<file path="config.mk">
export PLATFORM = sky130hd
export DESIGN_NAME = axi_master_bridge_flat
export DESIGN_NICKNAME = d
export VERILOG_FILES = /design/src/rtl/axi_master_bridge_if.sv /design/src/rtl/axi_master_bridge.sv /design/src/flat_wrapper.sv
export SDC_FILE = /design/constraint.sdc
export NUM_CORES = 1
export LEC_CHECK = 0
export ABC_AREA = 1
export CAP_MARGIN = 20
export CORE_MARGIN = 4
export CORE_UTILIZATION = 34
export DETAILED_ROUTE_END_ITERATION = 16
export GPL_TIMING_DRIVEN = 0
export PLACE_DENSITY = 0.81
export SYNTH_ARGS = -nofsm -noshare
export SYNTH_HDL_FRONTEND = slang
export SYNTH_SLANG_ARGS = --single-unit
</file>
<file path="constraint.sdc">
create_clock -name ACLK -period 1.75 [get_ports ACLK]
set_clock_uncertainty 0.1 [all_clocks]
set_input_delay 0.35 -clock ACLK [delete_from_list [all_inputs] [get_ports ACLK]]
set_output_delay 0.35 -clock ACLK [all_outputs]
set_load 0.01 [all_outputs]
</file>
<file path="src/rtl/axi_master_bridge_if.sv">
// AXI4 bus bundle between axi_master_bridge (master modport) and a slave/testbench (slave modport).
interface axi_master_bridge_if;
  logic [3:0]  ARID_M;
  logic [31:0] ARADDR_M;
  logic [3:0]  ARLEN_M;
  logic [2:0]  ARSIZE_M;
  logic [1:0]  ARBURST_M;
  logic        ARVALID_M;
  logic        ARREADY_M;

  logic [3:0]  RID_M;
  logic [31:0] RDATA_M;
  logic [1:0]  RRESP_M;
  logic        RLAST_M;
  logic        RVALID_M;
  logic        RREADY_M;

  logic [3:0]  AWID_M;
  logic [31:0] AWADDR_M;
  logic [3:0]  AWLEN_M;
  logic [2:0]  AWSIZE_M;
  logic [1:0]  AWBURST_M;
  logic        AWVALID_M;
  logic        AWREADY_M;

  logic [31:0] WDATA_M;
  logic [3:0]  WSTRB_M;
  logic        WLAST_M;
  logic        WVALID_M;
  logic        WREADY_M;

  logic [3:0]  BID_M;
  logic [1:0]  BRESP_M;
  logic        BVALID_M;
  logic        BREADY_M;

  modport master (
    output ARID_M, ARADDR_M, ARLEN_M, ARSIZE_M, ARBURST_M, ARVALID_M,
    input  ARREADY_M,
    input  RID_M, RDATA_M, RRESP_M, RLAST_M, RVALID_M,
    output RREADY_M,
    output AWID_M, AWADDR_M, AWLEN_M, AWSIZE_M, AWBURST_M, AWVALID_M,
    input  AWREADY_M,
    output WDATA_M, WSTRB_M, WLAST_M, WVALID_M,
    input  WREADY_M,
    input  BID_M, BRESP_M, BVALID_M,
    output BREADY_M
  );

  modport slave (
    input  ARID_M, ARADDR_M, ARLEN_M, ARSIZE_M, ARBURST_M, ARVALID_M,
    output ARREADY_M,
    output RID_M, RDATA_M, RRESP_M, RLAST_M, RVALID_M,
    input  RREADY_M,
    input  AWID_M, AWADDR_M, AWLEN_M, AWSIZE_M, AWBURST_M, AWVALID_M,
    output AWREADY_M,
    input  WDATA_M, WSTRB_M, WLAST_M, WVALID_M,
    output WREADY_M,
    output BID_M, BRESP_M, BVALID_M,
    input  BREADY_M
  );
endinterface

</file>
<file path="src/rtl/axi_master_bridge.sv">
// Single-outstanding core-to-AXI4 master bridge: one read (optionally burst) or one single-beat write at a time.
// Define AXI_MASTER_BURST_EN to enable multi-beat read bursts driven by core_len.
module axi_master_bridge #(
  parameter logic [3:0] MASTER_ID = 4'd0
) (
  input  logic                       ACLK,
  input  logic                       ARESETn,
  input  logic                       core_req,
  input  logic                       core_write,
  input  logic [31:0]                core_addr,
  input  logic [31:0]                core_wdata,
  input  logic [3:0]                 core_wstrb,
  input  logic [3:0]                 core_len,
  output logic                       core_busy,
  output logic                       core_done,
  output logic                       core_err,
  output logic [31:0]                core_rdata,
  output logic                       core_rvalid,
  axi_master_bridge_if.master        axi
);

  typedef enum logic [2:0] {IDLE, RADDR, RDATA, WADDR, WRESP} state_t;

  state_t      state_q;
  logic [31:0] addr_q;
  logic [31:0] wdata_q;
  logic [3:0]  wstrb_q;
  logic        arValid_q;
  logic        rReady_q;
  logic        awValid_q;
  logic        wValid_q;
  logic        bReady_q;
  logic        awOk_q;
  logic        wOk_q;
  logic        err_q;

  logic arHs, rHs, awHs, wHs, bHs;
  logic rFinal, rErr, bErr, lastErr;
  logic unused_ids;

  assign arHs = arValid_q & axi.ARREADY_M;
  assign rHs  = rReady_q  & axi.RVALID_M;
  assign awHs = awValid_q & axi.AWREADY_M;
  assign wHs  = wValid_q  & axi.WREADY_M;
  assign bHs  = bReady_q  & axi.BVALID_M;
  assign rErr = rHs & (axi.RRESP_M != 2'b00);
  assign bErr = bHs & (axi.BRESP_M != 2'b00);

`ifdef AXI_MASTER_BURST_EN
  logic [3:0] len_q;
  logic [3:0] beatCnt_q;

  // RLAST must coincide with the counter reaching ARLEN; any disagreement flags an error.
  assign rFinal      = rHs & axi.RLAST_M;
  assign lastErr     = rHs & (axi.RLAST_M != (beatCnt_q == len_q));
  assign axi.ARLEN_M = len_q;
  assign unused_ids  = ^{axi.RID_M, axi.BID_M};
`else
  assign rFinal      = rHs;
  assign lastErr     = 1'b0;
  assign axi.ARLEN_M = 4'd0;
  assign unused_ids  = ^{axi.RID_M, axi.BID_M, axi.RLAST_M, core_len};
`endif

  assign axi.ARID_M    = MASTER_ID;
  assign axi.ARADDR_M  = addr_q;
  assign axi.ARSIZE_M  = 3'b010;
  assign axi.ARBURST_M = 2'b01;
  assign axi.ARVALID_M = arValid_q;
  assign axi.RREADY_M  = rReady_q;
  assign axi.AWID_M    = MASTER_ID;
  assign axi.AWADDR_M  = addr_q;
  assign axi.AWLEN_M   = 4'd0;
  assign axi.AWSIZE_M  = 3'b010;
  assign axi.AWBURST_M = 2'b01;
  assign axi.AWVALID_M = awValid_q;
  assign axi.WDATA_M   = wdata_q;
  assign axi.WSTRB_M   = wstrb_q;
  assign axi.WLAST_M   = 1'b1;
  assign axi.WVALID_M  = wValid_q;
  assign axi.BREADY_M  = bReady_q;

  assign core_busy   = (state_q != IDLE);
  assign core_done   = rFinal | bHs;
  assign core_err    = core_done & (err_q | rErr | bErr | lastErr);
  assign core_rvalid = rHs;
  assign core_rdata  = axi.RDATA_M;

  always_ff @(posedge ACLK or negedge ARESETn) begin
    if (!ARESETn) begin
      state_q   <= IDLE;
      addr_q    <= 32'd0;
      wdata_q   <= 32'd0;
      wstrb_q   <= 4'd0;
      arValid_q <= 1'b0;
      rReady_q  <= 1'b0;
      awValid_q <= 1'b0;
      wValid_q  <= 1'b0;
      bReady_q  <= 1'b0;
      awOk_q    <= 1'b0;
      wOk_q     <= 1'b0;
      err_q     <= 1'b0;
`ifdef AXI_MASTER_BURST_EN
      len_q     <= 4'd0;
      beatCnt_q <= 4'd0;
`endif
    end else begin
      case (state_q)
        IDLE: begin
          if (core_req) begin
            addr_q  <= core_addr;
            wdata_q <= core_wdata;
            wstrb_q <= core_wstrb;
            err_q   <= 1'b0;
            awOk_q  <= 1'b0;
            wOk_q   <= 1'b0;
`ifdef AXI_MASTER_BURST_EN
            len_q     <= core_len;
            beatCnt_q <= 4'd0;
`endif
            if (core_write) begin
              state_q   <= WADDR;
              awValid_q <= 1'b1;
              wValid_q  <= 1'b1;
            end else begin
              state_q   <= RADDR;
              arValid_q <= 1'b1;
            end
          end
        end
        RADDR: begin
          if (arHs) begin
            arValid_q <= 1'b0;
            rReady_q  <= 1'b1;
            state_q   <= RDATA;
          end
        end
        RDATA: begin
          if (rHs) begin
            err_q <= err_q | rErr | lastErr;
`ifdef AXI_MASTER_BURST_EN
            beatCnt_q <= beatCnt_q + 4'd1;
`endif
          end
          if (rFinal) begin
            rReady_q <= 1'b0;
            state_q  <= IDLE;
          end
        end
        WADDR: begin
          if (awHs) begin
            awValid_q <= 1'b0;
            awOk_q    <= 1'b1;
          end
          if (wHs) begin
            wValid_q <= 1'b0;
            wOk_q    <= 1'b1;
          end
          // Move on once both channels have completed, whether together or one after the other.
          if ((awOk_q | awHs) && (wOk_q | wHs)) begin
            bReady_q <= 1'b1;
            state_q  <= WRESP;
          end
        end
        WRESP: begin
          if (bHs) begin
            bReady_q <= 1'b0;
            state_q  <= IDLE;
          end
        end
        default: state_q <= IDLE;
      endcase
    end
  end

endmodule

</file>
<file path="src/flat_wrapper.sv">
// flat-port wrapper written by rule: the top's interface ports become plain ports
module axi_master_bridge_flat 
#(
  parameter logic [3:0] MASTER_ID = 4'd0
)
  (ACLK, ARESETn, core_req, core_write, core_addr, core_wdata, core_wstrb, core_len, core_busy, core_done, core_err, core_rdata, core_rvalid, axi_ARID_M, axi_ARADDR_M, axi_ARLEN_M, axi_ARSIZE_M, axi_ARBURST_M, axi_ARVALID_M, axi_ARREADY_M, axi_RID_M, axi_RDATA_M, axi_RRESP_M, axi_RLAST_M, axi_RVALID_M, axi_RREADY_M, axi_AWID_M, axi_AWADDR_M, axi_AWLEN_M, axi_AWSIZE_M, axi_AWBURST_M, axi_AWVALID_M, axi_AWREADY_M, axi_WDATA_M, axi_WSTRB_M, axi_WLAST_M, axi_WVALID_M, axi_WREADY_M, axi_BID_M, axi_BRESP_M, axi_BVALID_M, axi_BREADY_M);
  axi_master_bridge_if axi_i ();
  input  logic ACLK;
  input  logic ARESETn;
  input  logic core_req;
  input  logic core_write;
  input  logic [31:0] core_addr;
  input  logic [31:0] core_wdata;
  input  logic [3:0] core_wstrb;
  input  logic [3:0] core_len;
  output logic core_busy;
  output logic core_done;
  output logic core_err;
  output logic [31:0] core_rdata;
  output logic core_rvalid;
  output wire logic [$bits(axi_i.ARID_M)-1:0] axi_ARID_M;
  output wire logic [$bits(axi_i.ARADDR_M)-1:0] axi_ARADDR_M;
  output wire logic [$bits(axi_i.ARLEN_M)-1:0] axi_ARLEN_M;
  output wire logic [$bits(axi_i.ARSIZE_M)-1:0] axi_ARSIZE_M;
  output wire logic [$bits(axi_i.ARBURST_M)-1:0] axi_ARBURST_M;
  output wire logic [$bits(axi_i.ARVALID_M)-1:0] axi_ARVALID_M;
  input wire logic [$bits(axi_i.ARREADY_M)-1:0] axi_ARREADY_M;
  input wire logic [$bits(axi_i.RID_M)-1:0] axi_RID_M;
  input wire logic [$bits(axi_i.RDATA_M)-1:0] axi_RDATA_M;
  input wire logic [$bits(axi_i.RRESP_M)-1:0] axi_RRESP_M;
  input wire logic [$bits(axi_i.RLAST_M)-1:0] axi_RLAST_M;
  input wire logic [$bits(axi_i.RVALID_M)-1:0] axi_RVALID_M;
  output wire logic [$bits(axi_i.RREADY_M)-1:0] axi_RREADY_M;
  output wire logic [$bits(axi_i.AWID_M)-1:0] axi_AWID_M;
  output wire logic [$bits(axi_i.AWADDR_M)-1:0] axi_AWADDR_M;
  output wire logic [$bits(axi_i.AWLEN_M)-1:0] axi_AWLEN_M;
  output wire logic [$bits(axi_i.AWSIZE_M)-1:0] axi_AWSIZE_M;
  output wire logic [$bits(axi_i.AWBURST_M)-1:0] axi_AWBURST_M;
  output wire logic [$bits(axi_i.AWVALID_M)-1:0] axi_AWVALID_M;
  input wire logic [$bits(axi_i.AWREADY_M)-1:0] axi_AWREADY_M;
  output wire logic [$bits(axi_i.WDATA_M)-1:0] axi_WDATA_M;
  output wire logic [$bits(axi_i.WSTRB_M)-1:0] axi_WSTRB_M;
  output wire logic [$bits(axi_i.WLAST_M)-1:0] axi_WLAST_M;
  output wire logic [$bits(axi_i.WVALID_M)-1:0] axi_WVALID_M;
  input wire logic [$bits(axi_i.WREADY_M)-1:0] axi_WREADY_M;
  input wire logic [$bits(axi_i.BID_M)-1:0] axi_BID_M;
  input wire logic [$bits(axi_i.BRESP_M)-1:0] axi_BRESP_M;
  input wire logic [$bits(axi_i.BVALID_M)-1:0] axi_BVALID_M;
  output wire logic [$bits(axi_i.BREADY_M)-1:0] axi_BREADY_M;
  assign axi_ARID_M = axi_i.ARID_M;
  assign axi_ARADDR_M = axi_i.ARADDR_M;
  assign axi_ARLEN_M = axi_i.ARLEN_M;
  assign axi_ARSIZE_M = axi_i.ARSIZE_M;
  assign axi_ARBURST_M = axi_i.ARBURST_M;
  assign axi_ARVALID_M = axi_i.ARVALID_M;
  assign axi_i.ARREADY_M = axi_ARREADY_M;
  assign axi_i.RID_M = axi_RID_M;
  assign axi_i.RDATA_M = axi_RDATA_M;
  assign axi_i.RRESP_M = axi_RRESP_M;
  assign axi_i.RLAST_M = axi_RLAST_M;
  assign axi_i.RVALID_M = axi_RVALID_M;
  assign axi_RREADY_M = axi_i.RREADY_M;
  assign axi_AWID_M = axi_i.AWID_M;
  assign axi_AWADDR_M = axi_i.AWADDR_M;
  assign axi_AWLEN_M = axi_i.AWLEN_M;
  assign axi_AWSIZE_M = axi_i.AWSIZE_M;
  assign axi_AWBURST_M = axi_i.AWBURST_M;
  assign axi_AWVALID_M = axi_i.AWVALID_M;
  assign axi_i.AWREADY_M = axi_AWREADY_M;
  assign axi_WDATA_M = axi_i.WDATA_M;
  assign axi_WSTRB_M = axi_i.WSTRB_M;
  assign axi_WLAST_M = axi_i.WLAST_M;
  assign axi_WVALID_M = axi_i.WVALID_M;
  assign axi_i.WREADY_M = axi_WREADY_M;
  assign axi_i.BID_M = axi_BID_M;
  assign axi_i.BRESP_M = axi_BRESP_M;
  assign axi_i.BVALID_M = axi_BVALID_M;
  assign axi_BREADY_M = axi_i.BREADY_M;
  axi_master_bridge #(.MASTER_ID(MASTER_ID)) u_core (.ACLK(ACLK), .ARESETn(ARESETn), .core_req(core_req), .core_write(core_write), .core_addr(core_addr), .core_wdata(core_wdata), .core_wstrb(core_wstrb), .core_len(core_len), .core_busy(core_busy), .core_done(core_done), .core_err(core_err), .core_rdata(core_rdata), .core_rvalid(core_rvalid), .axi(axi_i));
endmodule
</file>
==> metrics.txt <==
Combinational Power Share 11.6%; final worst setup slack 0.0252 ns; nets@finish 858; Worst Path Max Fanout 3; DRC viols 0; drt total wl 12300 um; Via density 4.28; P_int 3.19 mW; non-filler instance count after layout 874; Fin. Hold Viols 0; Multi-input gate area 1150 um2; endpoints failing setup 0; register bit total from synthesis 79; post-DP HPWL 9690 um; Cell Chain, Critical Path clkdlybuf4s50_1; fin crit share 98.6%; crit start category register; CP top delay family buffers and inverters; Layout area overhead 73.6%; FF/Latch Area 1980 um2; DRT antenna net count 0; DR pass1 iterations 4; Core ar. 11000 um2; VDD IR max 0.361 mV; gr usage total 18.0%; simple-gate share of the synthesized area 25.0%; WHS 0.378 ns; Cell Rows 38; sequential area share after synthesis 51.3%; largest family of logic cells by synthesized area simple AND/OR/NAND/NOR gates; dpl cell area 6360 um2; TNS Setup 0 ns; Max Cap Viol 0; largest net degree at the start of global routing 47; vias in the first global route 3839; crit path kind register to primary output; CP Buf/Inv Count 1; clock power share 43.0%; number of H-tree levels 3; initial antenna violation count 1; synthesized area 3850 um2; ANT cells 0; Main synth FF type dfrtp_1; Hold Crit Class register to register; post-synthesis mux area share 0%; power per cell area 601 nW/um2; Final Max Slew Viols 0; Cells after DPL 852; post-synth cell types 18; maximum buffer depth of the clock tree 2; Fmax 580 MHz; slowest CP cell clkdlybuf4s50_1; CP Data Required Time 1.30 ns; Leak 3.85 nW; slowest stage delay, CP 0.56 ns; Mapped Cells 465; die height 114 um; via count 3737; first-pass GRT wire length 18800 um; die area 13100 um2; sequential share of power 45.4%; Skew-Pair Late Insertion Delay 0.33 ns; number of flops mapped to enable cells by yosys 0; Syn Area/Cell 8.29 um2; CTS tree done; wire per inst 14.0 um; starting density of the core 35.1%; FF-to-FF setup slack 0.12 ns; FILL cells 981; warnings from Yosys 0; adder-cell share of the synthesized area 0%; clock root cell clkbuf_16; Tmin final 1.72 ns; grt total ovfl 0; compound-gate portion of the synthesized area 2.08%; Sw Pwr 0.833 mW; xor/xnor share of the synthesized area 0%; I/O Buffers 221; status complete, no violations; Iter 0 DRT Violations 165; CTS Buf Count 9; Power, Total 4.02 mW; critical path capture point type primary output; dpl ws -0.502 ns; Finished Cell Area 6690 um2; layout cells sized above 1 19.1%; Net Sw Frac 20.7%; boundary pin count 294; Die Width 114 um; Async SR Flop Fraction 100%; crit path DAT 1.27 ns; final core occ 60.9%; Reg clk slew, reported paths 0.06 ns; GP Congestion 0.784; TritonCTS Sinks 79
-- power by group through the flow --
stage                     combinational, mW  clock (mW)  sequential [mW]
after floorplan                       0.152           0             1.86
after global placement                0.453           0             1.86
after detailed placement              0.463           0             1.86
after CTS                             0.465        1.77             1.83
after global routing                  0.503        1.84             1.83
final                                 0.467        1.73             1.83
-- synth_stat cells (2+ instances only) --
master | n | share of area [%]
inv_2 | 3 | 0.29
nor2_1 | 6 | 0.58
nand2_1 | 228 | 22
buf_2 | 10 | 1.3
a21oi_1 | 2 | 0.26
nand3_1 | 10 | 1.3
o22ai_1 | 4 | 0.65
o21ai_0 | 6 | 0.78
conb_1 | 2 | 0.19
buf_4 | 95 | 19
inv_1 | 14 | 1.4
dfrtp_1 | 79 | 51
-- placed cells by master (no fill, tap or decap), drive strengths merged --
cell / Yosys / routed
a21boi: 1 / 1
a21oi: 2 / 2
buf: 105 / 112
clkbuf: 0 / 17
clkdlybuf4s15: 0 / 1
clkdlybuf4s50: 0 / 171
clkinv: 0 / 1
conb: 2 / 27
dfrtp: 79 / 79
dlygate4sd2: 0 / 36
dlygate4sd3: 0 / 1
dlymetal6s2s: 0 / 10
inv: 17 / 17
nand2: 230 / 230
nand3: 10 / 10
nand4: 1 / 1
nor2: 7 / 7
o21ai: 6 / 6
o22ai: 4 / 4
o31ai: 1 / 1
-- flip-flops by register name (all words and copies together), names as in the netlist --
| signal | cells |
|---|---|
| u_core.axi.ARADDR_M | 32 |
| u_core.axi.WDATA_M | 32 |
| u_core.axi.WSTRB_M | 4 |
| u_core.state_q | 3 |
| u_core.awOk_q | 1 |
| u_core.axi.ARVALID_M | 1 |
| u_core.axi.AWVALID_M | 1 |
| u_core.axi.BREADY_M | 1 |
| u_core.axi.RREADY_M | 1 |
| u_core.axi.WVALID_M | 1 |
| u_core.err_q | 1 |
| u_core.wOk_q | 1 |
-- cell type report --
class	count	area share, %
Clock inverter	1	0.0748
Multi-Input combinational cell	289	17.2
Timing Repair Buffer	231	34.0
Tap cell	140	2.62
Buffer	105	11.6
Clock buffer	12	3.98
Inverter	17	0.991
Sequential cell	79	29.5
-- routing by layer --
layer | part of all wire [%] | up-vias | GRT usage, %
met5 | 0.11 | - | 0
met2 | 53 | 168 | 32.1
met4 | 1.5 | 2 | 6.25
met1 | 36 | 1724 | 20.2
li1 | - | 1828 | -
met3 | 9.5 | 15 | 5.66
-- what timing repair did --
item / 4_1_cts / 5_1_grt
gates resized for setup: 48 / 18
hold buffers: 1 / 0
hold endpoints to repair: 33 / 0
buffers inserted: 7 / 1
endpoints found under the setup margin: 38 / 53
pin swaps: 2 / 1
-- path summary, 6_finish.rpt --
kind                                                 to              startpoint  cells past startpoint
worst max-delay path                    axi_ARADDR_M[5]  u_core.axi.ARADDR_M[5]                      1
worst min-delay path             u_core.axi.WDATA_M[27]  u_core.axi.WDATA_M[27]                      2
worst max register to register      u_core.axi.WVALID_M       u_core.state_q[2]                     10
worst min register to register   u_core.axi.WDATA_M[27]  u_core.axi.WDATA_M[27]                      2
max in group asynchronous       u_core.axi.ARADDR_M[24]                 ARESETn                      3
min in group asynchronous        u_core.axi.WDATA_M[28]                 ARESETn                      2
-- logic make-up (layout without fill, tap and decap cells) --
family,Yosys count,after routing
AO/OA/AOI/OAI,14,14
buffers and inverters,122,366
flip-flops,79,79
other,2,27
AND/OR/NAND/NOR,248,248
Power figures use the tool's default switching activity.
